File: src/rtl/conv_pkg.sv
// Shared definitions for the convolution memory sequencer: FSM states,
// memory row assignments and a column helper.
package conv_pkg;

    typedef enum logic [2:0] {
        IDLE    = 3'd0,
        LOAD_A  = 3'd1,
        LOAD_B  = 3'd2,
        COMPUTE = 3'd3,
        READ_P1 = 3'd4,
        READ_P2 = 3'd5
    } seq_state_e;

    localparam logic [2:0] ROW_A  = 3'd0;
    localparam logic [2:0] ROW_B  = 3'd1;
    localparam logic [2:0] ROW_P1 = 3'd2;
    localparam logic [2:0] ROW_P2 = 3'd3;

    function automatic logic is_last_col(input logic [7:0] col, input int num_bytes);
        return col == 8'(num_bytes - 1);
    endfunction

endpackage

File: src/rtl/out_stage_reg.sv
// Single-entry output register with valid/ready; the data word is frozen
// while a byte is offered and not yet taken.
module out_stage_reg (
    input  logic       clk,
    input  logic       rst_n,
    input  logic       load,
    input  logic [7:0] load_data,
    input  logic       load_last,
    input  logic       out_ready,
    output logic       out_valid,
    output logic [7:0] out_data,
    output logic       out_last,
    output logic       space
);

    logic       valid_r;
    logic [7:0] data_r;
    logic       last_r;

    // Capture a fresh byte or retire the held one on handshake
    always_ff @(posedge clk or negedge rst_n) begin
        if (!rst_n) begin
            valid_r <= 1'b0;
            data_r  <= 8'h00;
            last_r  <= 1'b0;
        end else if (load) begin
            valid_r <= 1'b1;
            data_r  <= load_data;
            last_r  <= load_last;
        end else if (valid_r && out_ready) begin
            valid_r <= 1'b0;
            last_r  <= 1'b0;
        end else begin
            valid_r <= valid_r;
        end
    end

    assign out_valid = valid_r;
    assign out_data  = data_r;
    assign out_last  = last_r;
    // Register will be free at the end of this cycle
    assign space     = !valid_r || out_ready;

endmodule

File: src/rtl/conv_mem_sequencer.sv
// Sequencer that loads two byte vectors into memory rows, starts the adder,
// and streams the two result rows back out with valid/ready flow control.
module conv_mem_sequencer
    import conv_pkg::*;
#(
    parameter int NUM_BYTES = 32,
    parameter int TIMEOUT   = 1024
) (
    input  logic       clk,
    input  logic       rst_n,
    input  logic       start,
    input  logic       in_valid,
    output logic       in_ready,
    input  logic [7:0] in_data,
    output logic       out_valid,
    input  logic       out_ready,
    output logic [7:0] out_data,
    output logic       out_last,
    output logic       busy,
    output logic       err_timeout,
    output logic [2:0] mem_row_addr,
    output logic [7:0] mem_col_addr,
    output logic [7:0] mem_data_in,
    output logic       mem_write,
    output logic       mem_read,
    output logic       mem_en,
    input  logic [7:0] mem_data_out,
    input  logic       mem_done
);

    localparam int TW = $clog2(TIMEOUT + 1);
    localparam logic [TW-1:0] TMO_LAST = TW'(TIMEOUT - 1);

    seq_state_e    state_r, state_s;
    logic [7:0]    col_r, col_s;
    logic [TW-1:0] tmo_r, tmo_s;
    logic          rd_done_r, rd_done_s;
    logic          err_r, err_s;
    logic          in_ready_r, in_ready_s;
    logic          busy_r, busy_s;
    logic          mem_write_r, mem_write_s;
    logic          mem_read_r, mem_read_s;
    logic          mem_en_r, mem_en_s;
    logic [2:0]    row_r, row_s;
    logic [7:0]    col_addr_r, col_addr_s;
    logic [7:0]    data_in_r, data_in_s;
    logic          accept_s, space_s, drain_s, load_last_s;

    assign accept_s    = in_valid && in_ready_r;
    assign drain_s     = out_valid && out_ready;
    assign load_last_s = (row_r == ROW_P2) && is_last_col(col_addr_r, NUM_BYTES);

    // Next-state, counter and strobe computation
    always_comb begin
        state_s     = state_r;
        col_s       = col_r;
        tmo_s       = tmo_r;
        rd_done_s   = rd_done_r;
        err_s       = err_r;
        mem_write_s = 1'b0;
        mem_read_s  = 1'b0;
        row_s       = row_r;
        col_addr_s  = col_addr_r;
        data_in_s   = data_in_r;
        case (state_r)
            IDLE: begin
                if (start) begin
                    state_s = LOAD_A;
                    col_s   = 8'd0;
                    err_s   = 1'b0;
                end else begin
                    state_s = IDLE;
                end
            end
            LOAD_A, LOAD_B: begin
                if (accept_s) begin
                    mem_write_s = 1'b1;
                    data_in_s   = in_data;
                    col_addr_s  = col_r;
                    row_s       = (state_r == LOAD_A) ? ROW_A : ROW_B;
                    if (is_last_col(col_r, NUM_BYTES)) begin
                        col_s   = 8'd0;
                        tmo_s   = '0;
                        state_s = (state_r == LOAD_A) ? LOAD_B : COMPUTE;
                    end else begin
                        col_s = col_r + 8'd1;
                    end
                end else begin
                    state_s = state_r;
                end
            end
            COMPUTE: begin
                if (mem_done) begin
                    state_s   = READ_P1;
                    col_s     = 8'd0;
                    rd_done_s = 1'b0;
                end else if (tmo_r == TMO_LAST) begin
                    state_s = IDLE;
                    err_s   = 1'b1;
                end else begin
                    tmo_s = tmo_r + 1'b1;
                end
            end
            READ_P1, READ_P2: begin
                // One read in flight at most; it only lands in an empty register
                if ((state_r == READ_P2) && drain_s && out_last) begin
                    state_s = IDLE;
                end else if (!mem_read_r && space_s && !rd_done_r) begin
                    mem_read_s = 1'b1;
                    row_s      = (state_r == READ_P1) ? ROW_P1 : ROW_P2;
                    col_addr_s = col_r;
                    if (is_last_col(col_r, NUM_BYTES)) begin
                        col_s = 8'd0;
                        if (state_r == READ_P1) begin
                            state_s = READ_P2;
                        end else begin
                            rd_done_s = 1'b1;
                        end
                    end else begin
                        col_s = col_r + 8'd1;
                    end
                end else begin
                    state_s = state_r;
                end
            end
            default: begin
                state_s = IDLE;
            end
        endcase
        // Adder start waits one cycle after entry so it never overlaps the final write
        mem_en_s   = (state_r == COMPUTE) && (state_s == COMPUTE);
        in_ready_s = (state_s == LOAD_A) || (state_s == LOAD_B);
        busy_s     = (state_s != IDLE);
    end

    // State, counters and registered outputs
    always_ff @(posedge clk or negedge rst_n) begin
        if (!rst_n) begin
            state_r     <= IDLE;
            col_r       <= 8'd0;
            tmo_r       <= '0;
            rd_done_r   <= 1'b0;
            err_r       <= 1'b0;
            in_ready_r  <= 1'b0;
            busy_r      <= 1'b0;
            mem_write_r <= 1'b0;
            mem_read_r  <= 1'b0;
            mem_en_r    <= 1'b0;
            row_r       <= 3'd0;
            col_addr_r  <= 8'd0;
            data_in_r   <= 8'd0;
        end else begin
            state_r     <= state_s;
            col_r       <= col_s;
            tmo_r       <= tmo_s;
            rd_done_r   <= rd_done_s;
            err_r       <= err_s;
            in_ready_r  <= in_ready_s;
            busy_r      <= busy_s;
            mem_write_r <= mem_write_s;
            mem_read_r  <= mem_read_s;
            mem_en_r    <= mem_en_s;
            row_r       <= row_s;
            col_addr_r  <= col_addr_s;
            data_in_r   <= data_in_s;
        end
    end

    out_stage_reg u_out_stage (
        .clk       (clk),
        .rst_n     (rst_n),
        .load      (mem_read_r),
        .load_data (mem_data_out),
        .load_last (load_last_s),
        .out_ready (out_ready),
        .out_valid (out_valid),
        .out_data  (out_data),
        .out_last  (out_last),
        .space     (space_s)
    );

    assign in_ready     = in_ready_r;
    assign busy         = busy_r;
    assign err_timeout  = err_r;
    assign mem_row_addr = row_r;
    assign mem_col_addr = col_addr_r;
    assign mem_data_in  = data_in_r;
    assign mem_write    = mem_write_r;
    assign mem_read     = mem_read_r;
    assign mem_en       = mem_en_r;

endmodule

File: config.mk
export PLATFORM = sky130hd
export DESIGN_NAME = conv_mem_sequencer
export DESIGN_NICKNAME = d
export VERILOG_FILES = /design/src/rtl/conv_pkg.sv /design/src/rtl/out_stage_reg.sv /design/src/rtl/conv_mem_sequencer.sv
export SDC_FILE = /design/constraint.sdc
export NUM_CORES = 1
export LEC_CHECK = 0
export ABC_AREA = 1
export CORE_MARGIN = 2
export CORE_UTILIZATION = 52
export DETAILED_ROUTE_END_ITERATION = 16
export PLACE_DENSITY_LB_ADDON = 0.05
export REMOVE_ABC_BUFFERS = 1
export SETUP_SLACK_MARGIN = 0.5
export SLEW_MARGIN = 20
export SYNTH_ARGS = -nofsm -noshare
export SYNTH_HDL_FRONTEND = slang
export SYNTH_SLANG_ARGS = --single-unit
File: constraint.sdc
create_clock -name clk -period 1.9 [get_ports clk]
set_input_delay 0.38 -clock clk [delete_from_list [all_inputs] [get_ports clk]]
set_output_delay 0.38 -clock clk [all_outputs]
set_load 0.03 [all_outputs]
==> flow_summary.toml, run 1 <==
[cells_and_area]
nNetsFinal = 497
final_cell_area_um2 = 4490
syn2layout_area_growth_pct = 55.7
final_common_cell = "nand2_1"
layout_common_cells = "nand2_1, dfrtp_1, buf_4"
nFillCells = 302
layout-drive-gt1-share_pct = 44.4
diodes = 0

[grt]
antenna_found_initial = 0
grtUsageTotal_pct = 27.4
grt_first_pass_wirelength_mm = 13.1
grt_max_degree = 58
grt_pass1_vias = 2831
grt_overflow_total = 0

[synthesis]
ys_seq_area_share_pct = 49.5
yosys.cell_types.count = 25
syn_avg_cell_area_um2 = 7.94
ys_warn_count = 0
synth-seq-cells = 57
syn_inst = 363
syn-cell-area_um2 = 2880

[clock_tree]
cts_root_buffer = "clkbuf_8"
numClockSinks = 57
path_clk_slew_ns = 0.07
cts_buffers = 9
htreeDepth = 3
clock_latency_ns = 0.34
clock_path_buffers = 2
tritoncts = "built"

[floorplanning]
initial_utilization_pct = 53.0
rows = 27
coreArea_um2 = 5440
fp.dieW_um = 78.4
die_area_um2 = 6150
io_pins = 57
die_y_um = 78.4

[route]
wl_per_cell_um = 17.7
via_count = 3006
ant_nets = 0
viasPerCell = 5.47
routed_wl_mm = 9.73
dr.pass1.iters = 5
drt_iter0_drc = 273
drc_errors = 0

[timing]
maxSlewHeadroom_pct = 55.9
min_period_ns = 1.85
hold_viol_final = 0
tightest_slew_ns = 0.655
fmax_mhz = 540
finalSetupViolCount = 0
holdWs_ns = 0.0217
rsz0062_at_grt = "true"
finalCritPeriodShare_pct = 97.4
slew_viol_final = 0
fin_skew_ns = 0.00616

[place]
dp_hpwl_mm = 4.46
placed_area_um2 = 3590
place_congestion = 0.806
io_buffer_count = 55

[setup_path]
cp-start-kind = "flop"
crit_arrival_ns = 2.12
crit_path_max_incr_delay_ns = 0.43
crit_top_cell = "nor2_4"
path_cells = "ha_4, nand2_4, nor2_4, nand4_1, nand2_1, nand3_2, nor2_4, buf_12, buf_8, nand2_2, o21ai_2"
worstPathRequired_ns = 2.17
crit_fanout = 8
critical_path.endpoint_type = "flop"
crit_type = "flop to flop"
cpMaxStageDelayCell = "dfrtp_1"

[outcome]
outcome = "finished, final reports clean"

[min_path]
hold_class = "input pin to asynchronous set/reset pin"

[run]
cap_violations = 0

[power_and_ir_drop]
total_power_mw = 5.37
p_leak_nw = 2.12
pwr_density_cell_nw_per_um2 = 1200
ir_drop_uv = 862
## kinds of logic after synthesis
kind of cell | synth area share [%]
buf+inv | 7.90
other cells | 0.130
fa+ha+maj | 0.868
compound gates | 6.60
simple gates | 31.4
flops | 49.5
xor+xnor | 3.65
## synth_stat cells
master      n  area [um2]
nand4_1     5        31.3
nor4_1      3        18.8
o21ai_0    17        85.1
o211ai_1    1        7.51
nor2_4      3        33.8
nor3_1      4        20.0
nand2_4     2        22.5
nand3_1    16        80.1
clkbuf_1    1        3.75
a21oi_1     2        10.0
inv_2       5        18.8
buf_6       3        33.8
nand3_2     2        20.0
ha_1        2        25.0
xor2_1     12         105
inv_1      41         154
nand2_2    10        62.6
buf_4       1        7.51
buf_2       2        10.0
and2_1      1        6.26
conb_1      1        3.75
o21ai_2    10        87.6
nor2_1     39         146
nand2_1   123         462
dfrtp_1    57        1430
## report_power, final
part           internal, mW  switching (mW)  leakage, nW
clock network         0.713           0.498        0.107
logic                 0.984            1.59         1.29
registers              1.43           0.160        0.718
## worst max-delay path, delay by kind of cell (launching register included)
| kind | cells | cell delay, ns |
|---|---|---|
| compound gates | 1 | 0.06 |
| fa+ha+maj | 1 | 0.17 |
| buf+inv | 2 | 0.25 |
| flops | 1 | 0.43 |
| simple gates | 7 | 0.86 |
## registers in the layout, indices dropped and copies added (netlist names)
| name | count |
|---|---|
| u_out_stage.out_last | 1 |
| mem_col_addr | 8 |
| u_out_stage.out_valid | 1 |
| tmo_r | 11 |
| mem_row_addr | 2 |
| err_timeout | 1 |
| mem_en | 1 |
| mem_write | 1 |
| busy | 1 |
| mem_data_in | 8 |
| col_r | 8 |
| state_r | 3 |
| mem_read | 1 |
| u_out_stage.out_data | 8 |
| rd_done_r | 1 |
| in_ready | 1 |
## cell type report
type	instances	area, um2	share of cell area (%)
flip-flops and latches	57	1430	31.9
clock inverters	2	35.0	0.781
well taps	72	90.1	2.01
repair buffers	104	913	20.4
clock buffers	14	173	3.85
inverters	46	188	4.18
multi-input cells	255	1660	36.9
## path summary, 6_finish.rpt
path	cells past startpoint	end	slack [ns]	start
min in group clk	2	mem_data_in[5]$_DFFE_PN0P_	0.47	mem_data_in[5]$_DFFE_PN0P_
hold reg to reg	2	mem_data_in[5]$_DFFE_PN0P_	0.47	mem_data_in[5]$_DFFE_PN0P_
setup / recovery	11	tmo_r[4]$_DFFE_PN0P_	0.05	col_r[0]$_DFFE_PN0P_
max in group asynchronous	2	state_r[0]$_DFF_PN0_	1.60	rst_n
hold / removal	2	mem_data_in[3]$_DFFE_PN0P_	0.02	rst_n
setup reg to reg	11	tmo_r[4]$_DFFE_PN0P_	0.05	col_r[0]$_DFFE_PN0P_
## routing by layer
metal | part of all wire [%] | track usage (%) | vias up
li1 | - | - | 1349
met1 | 38 | 35.0 | 1445
met2 | 51 | 44.7 | 169
met3 | 6.9 | 5.63 | 43
met4 | 4.5 | 13.5 | 0
met5 | 0 | 0 | -
## what timing repair did
action / CTS / global route
endpoints found under the setup margin: 78 / 67
hold buffers: 0 / 0
gates resized for setup: 188 / 112
cloned: 2 / 0
buffers inserted: 23 / 11
pin swaps: 22 / 33
## stage by stage
stage / TNS, ns / setup slack [ns] / util, % / std cells
floorplan: 0 / 0.218 / - / 356
global placement: 0 / 0.0193 / 66.0 / 498
detailed placement: -0.0663 / -0.0240 / 66.0 / 498
CTS: 0 / 0.230 / 78.1 / 539
global route: 0 / 0.0102 / 82.5 / 550
finish: 0 / 0.0493 / 82.5 / 550
No activity file was read; power rests on OpenSTA's default activity.
==> run 2, diff against run 1 <==
- HOLD_SLACK_MARGIN: default -> 0.03
- RECOVER_POWER: default -> 50
==> run 2 against run 1 <==
Effect of this change:
- clock power barely moved
- die area did not move
- critical endpoint unchanged
- count of clock-buffer cells in the layout did not move
- maximum frequency fell by 0.56%
==> flow_summary.toml, run 2 (synthesis results as in run 1) <==
[run]
cap_violations = 0

[grt]
grt_first_pass_wirelength_mm = 13.1
grt_max_degree = 58
grt_use_met1_pct = 35.0
grt_overflow_total = 0
grt_util_met2_pct = 44.7
grt_use_met3_pct = 5.63
grt_pass1_vias = 2831
grt-busiest-layer = "met2"
grtUsageTotal_pct = 27.4
antenna_found_initial = 0

[power_and_ir_drop]
ir_drop_uv = 866
p_sw_mw = 2.24
pwr_density_cell_nw_per_um2 = 1200
combPwrFrac_pct = 47.7
p_leak_nw = 2.09
total_power_mw = 5.35
clkPwrFrac_pct = 22.6
pwr-share-seq_pct = 29.7
swShare_pct = 41.9
intPower_mw = 3.11

[cells_and_area]
layout.cells.non_filler = 550
syn2layout_area_growth_pct = 54.7
nFillCells = 309
final_common_cell = "nand2_1"
diodes = 0
max_flop_register = "tmo_r"
layout-drive-gt1-share_pct = 42.7
seq_area_um2 = 1430
nNetsFinal = 497
layout_common_cells = "nand2_1, dfrtp_1, buf_4"
multi_input_area_um2 = 1660
largest_register_ffs = 11

[setup_path]
cp-start-kind = "flop"
critical_path.endpoint_type = "flop"
path_cells = "ha_4, nand2_4, nor2_4, nand4_1, nand2_1, nand3_2, nor2_4, buf_12, buf_8, nand2_2, o21ai_2"
crit_arrival_ns = 2.13
r2r_start = "col_r[0]$_DFFE_PN0P_"
timing.rr.end = "tmo_r[4]$_DFFE_PN0P_"
crit_path_max_incr_delay_ns = 0.43
cpMaxStageDelayCell = "dfrtp_1"
crit_type = "flop to flop"
crit_fanout = 8
r2r_setup_slack_ns = 0.04
crit_top_cell = "nor2_4"
worstPathRequired_ns = 2.17
r2r_cells = 11

[route]
wl_per_cell_um = 17.6
drt_iter0_drc = 257
ant_nets = 0
dr.pass1.iters = 4
via_count = 3006
viasPerCell = 5.47
drc_errors = 0
routed_wl_mm = 9.68

[timing]
fmax_mhz = 537
rsz0062_at_grt = "true"
fin_skew_ns = 0.00667
slew_viol_final = 0
fin_ws_ns = 0.0389
maxSlewHeadroom_pct = 8.03
holdWs_ns = 0.433
tightest_slew_ns = 1.38
hold_viol_final = 0
tns_ns = 0
finalSetupViolCount = 0
finalCritPeriodShare_pct = 98.0
min_period_ns = 1.86

[clock_tree]
path_clk_slew_ns = 0.07
htreeDepth = 3
cts_root_buffer = "clkbuf_8"
numClockSinks = 57
clock_path_buffers = 2
tritoncts = "built"
clock_latency_ns = 0.34
cts_buffers = 9

[place]
dp_slack_ns = -0.0240
place_congestion = 0.806
io_buffer_count = 55
dp.cells = 498
dp_hpwl_mm = 4.46

[floorplanning]
rows = 27
io_pins = 57
fp.dieW_um = 78.4
die_area_um2 = 6150
coreArea_um2 = 5440
die_y_um = 78.4
initial_utilization_pct = 53.0

[min_path]
hold_class = "input pin to asynchronous set/reset pin"

[outcome]
outcome = "finished, final reports clean"
run 2: cell types whose count changed in the layout (fill, tap and decap cells not counted), sizes merged:
| cell | before | now |
|---|---|---|
| buf | 74 | 65 |
| clkbuf | 14 | 23 |
run 2: power by group through the flow:
stage                     Combinational [mW]  Clock (mW)  Sequential [mW]
after floorplan                        0.663           0             1.94
after global placement                  1.68           0             1.57
after detailed placement                1.70           0             1.58
after CTS                               2.22        1.20             1.56
after global routing                    2.70        1.28             1.62
final                                   2.55        1.21             1.59
run 2: per-stage QoR:
| stage | util (%) | cell area, um2 |
|---|---|---|
| floorplan | - | 2830 |
| global placement | 66.0 | 3590 |
| detailed placement | 66.0 | 3590 |
| CTS | 78.1 | 4250 |
| global route | 82.0 | 4460 |
| finish | 82.0 | 4460 |
run 2: worst max path at each step:
stage	endpoint	depth (start not counted)	from
6_report	tmo_r[4]$_DFFE_PN0P_	11	col_r[0]$_DFFE_PN0P_
5_1_grt	tmo_r[4]$_DFFE_PN0P_	11	col_r[0]$_DFFE_PN0P_
4_1_cts	tmo_r[4]$_DFFE_PN0P_	11	col_r[1]$_DFFE_PN0P_
3_5_place_dp	tmo_r[5]$_DFFE_PN0P_	9	in_valid
3_3_place_gp	tmo_r[0]$_DFFE_PN0P_	10	in_valid
2_1_floorplan	mem_row_addr[1]$_DFFE_PN0P_	9	mem_read$_DFF_PN0_
run 2: layout make-up:
type,instances,share of cell area [%]
Multi-Input combinational cell,255,37.2
Sequential cell,57,32.1
Timing Repair Buffer,104,19.9
Inverter,46,4.21
Clock buffer,14,3.87
Tap cell,72,2.02
Clock inverter,2,0.786
run 2: routing by layer:
layer | wire length (um) | vias to the layer above
li1 | - | 1352
met1 | 3650 | 1453
met2 | 4930 | 165
met3 | 674 | 36
met4 | 414 | 0
met5 | 0 | -
run 2: worst max-delay path: cells and delay by family (launching register included):
family          cells  cell delay, ns
simple gates        7            0.86
flops               1            0.43
buf+inv             2            0.25
fa+ha+maj           1            0.17
compound gates      1            0.06
run 2: timing repair:
| item | in CTS | in global routing |
|---|---|---|
| hold buffers | 0 | 0 |
| gates cloned | 2 | 0 |
| hold endpoints to repair | 0 | 0 |
| pin swaps | 22 | 33 |
| buffers inserted | 23 | 11 |
| resized for setup | 188 | 112 |
| endpoints found under the setup margin | 78 | 67 |
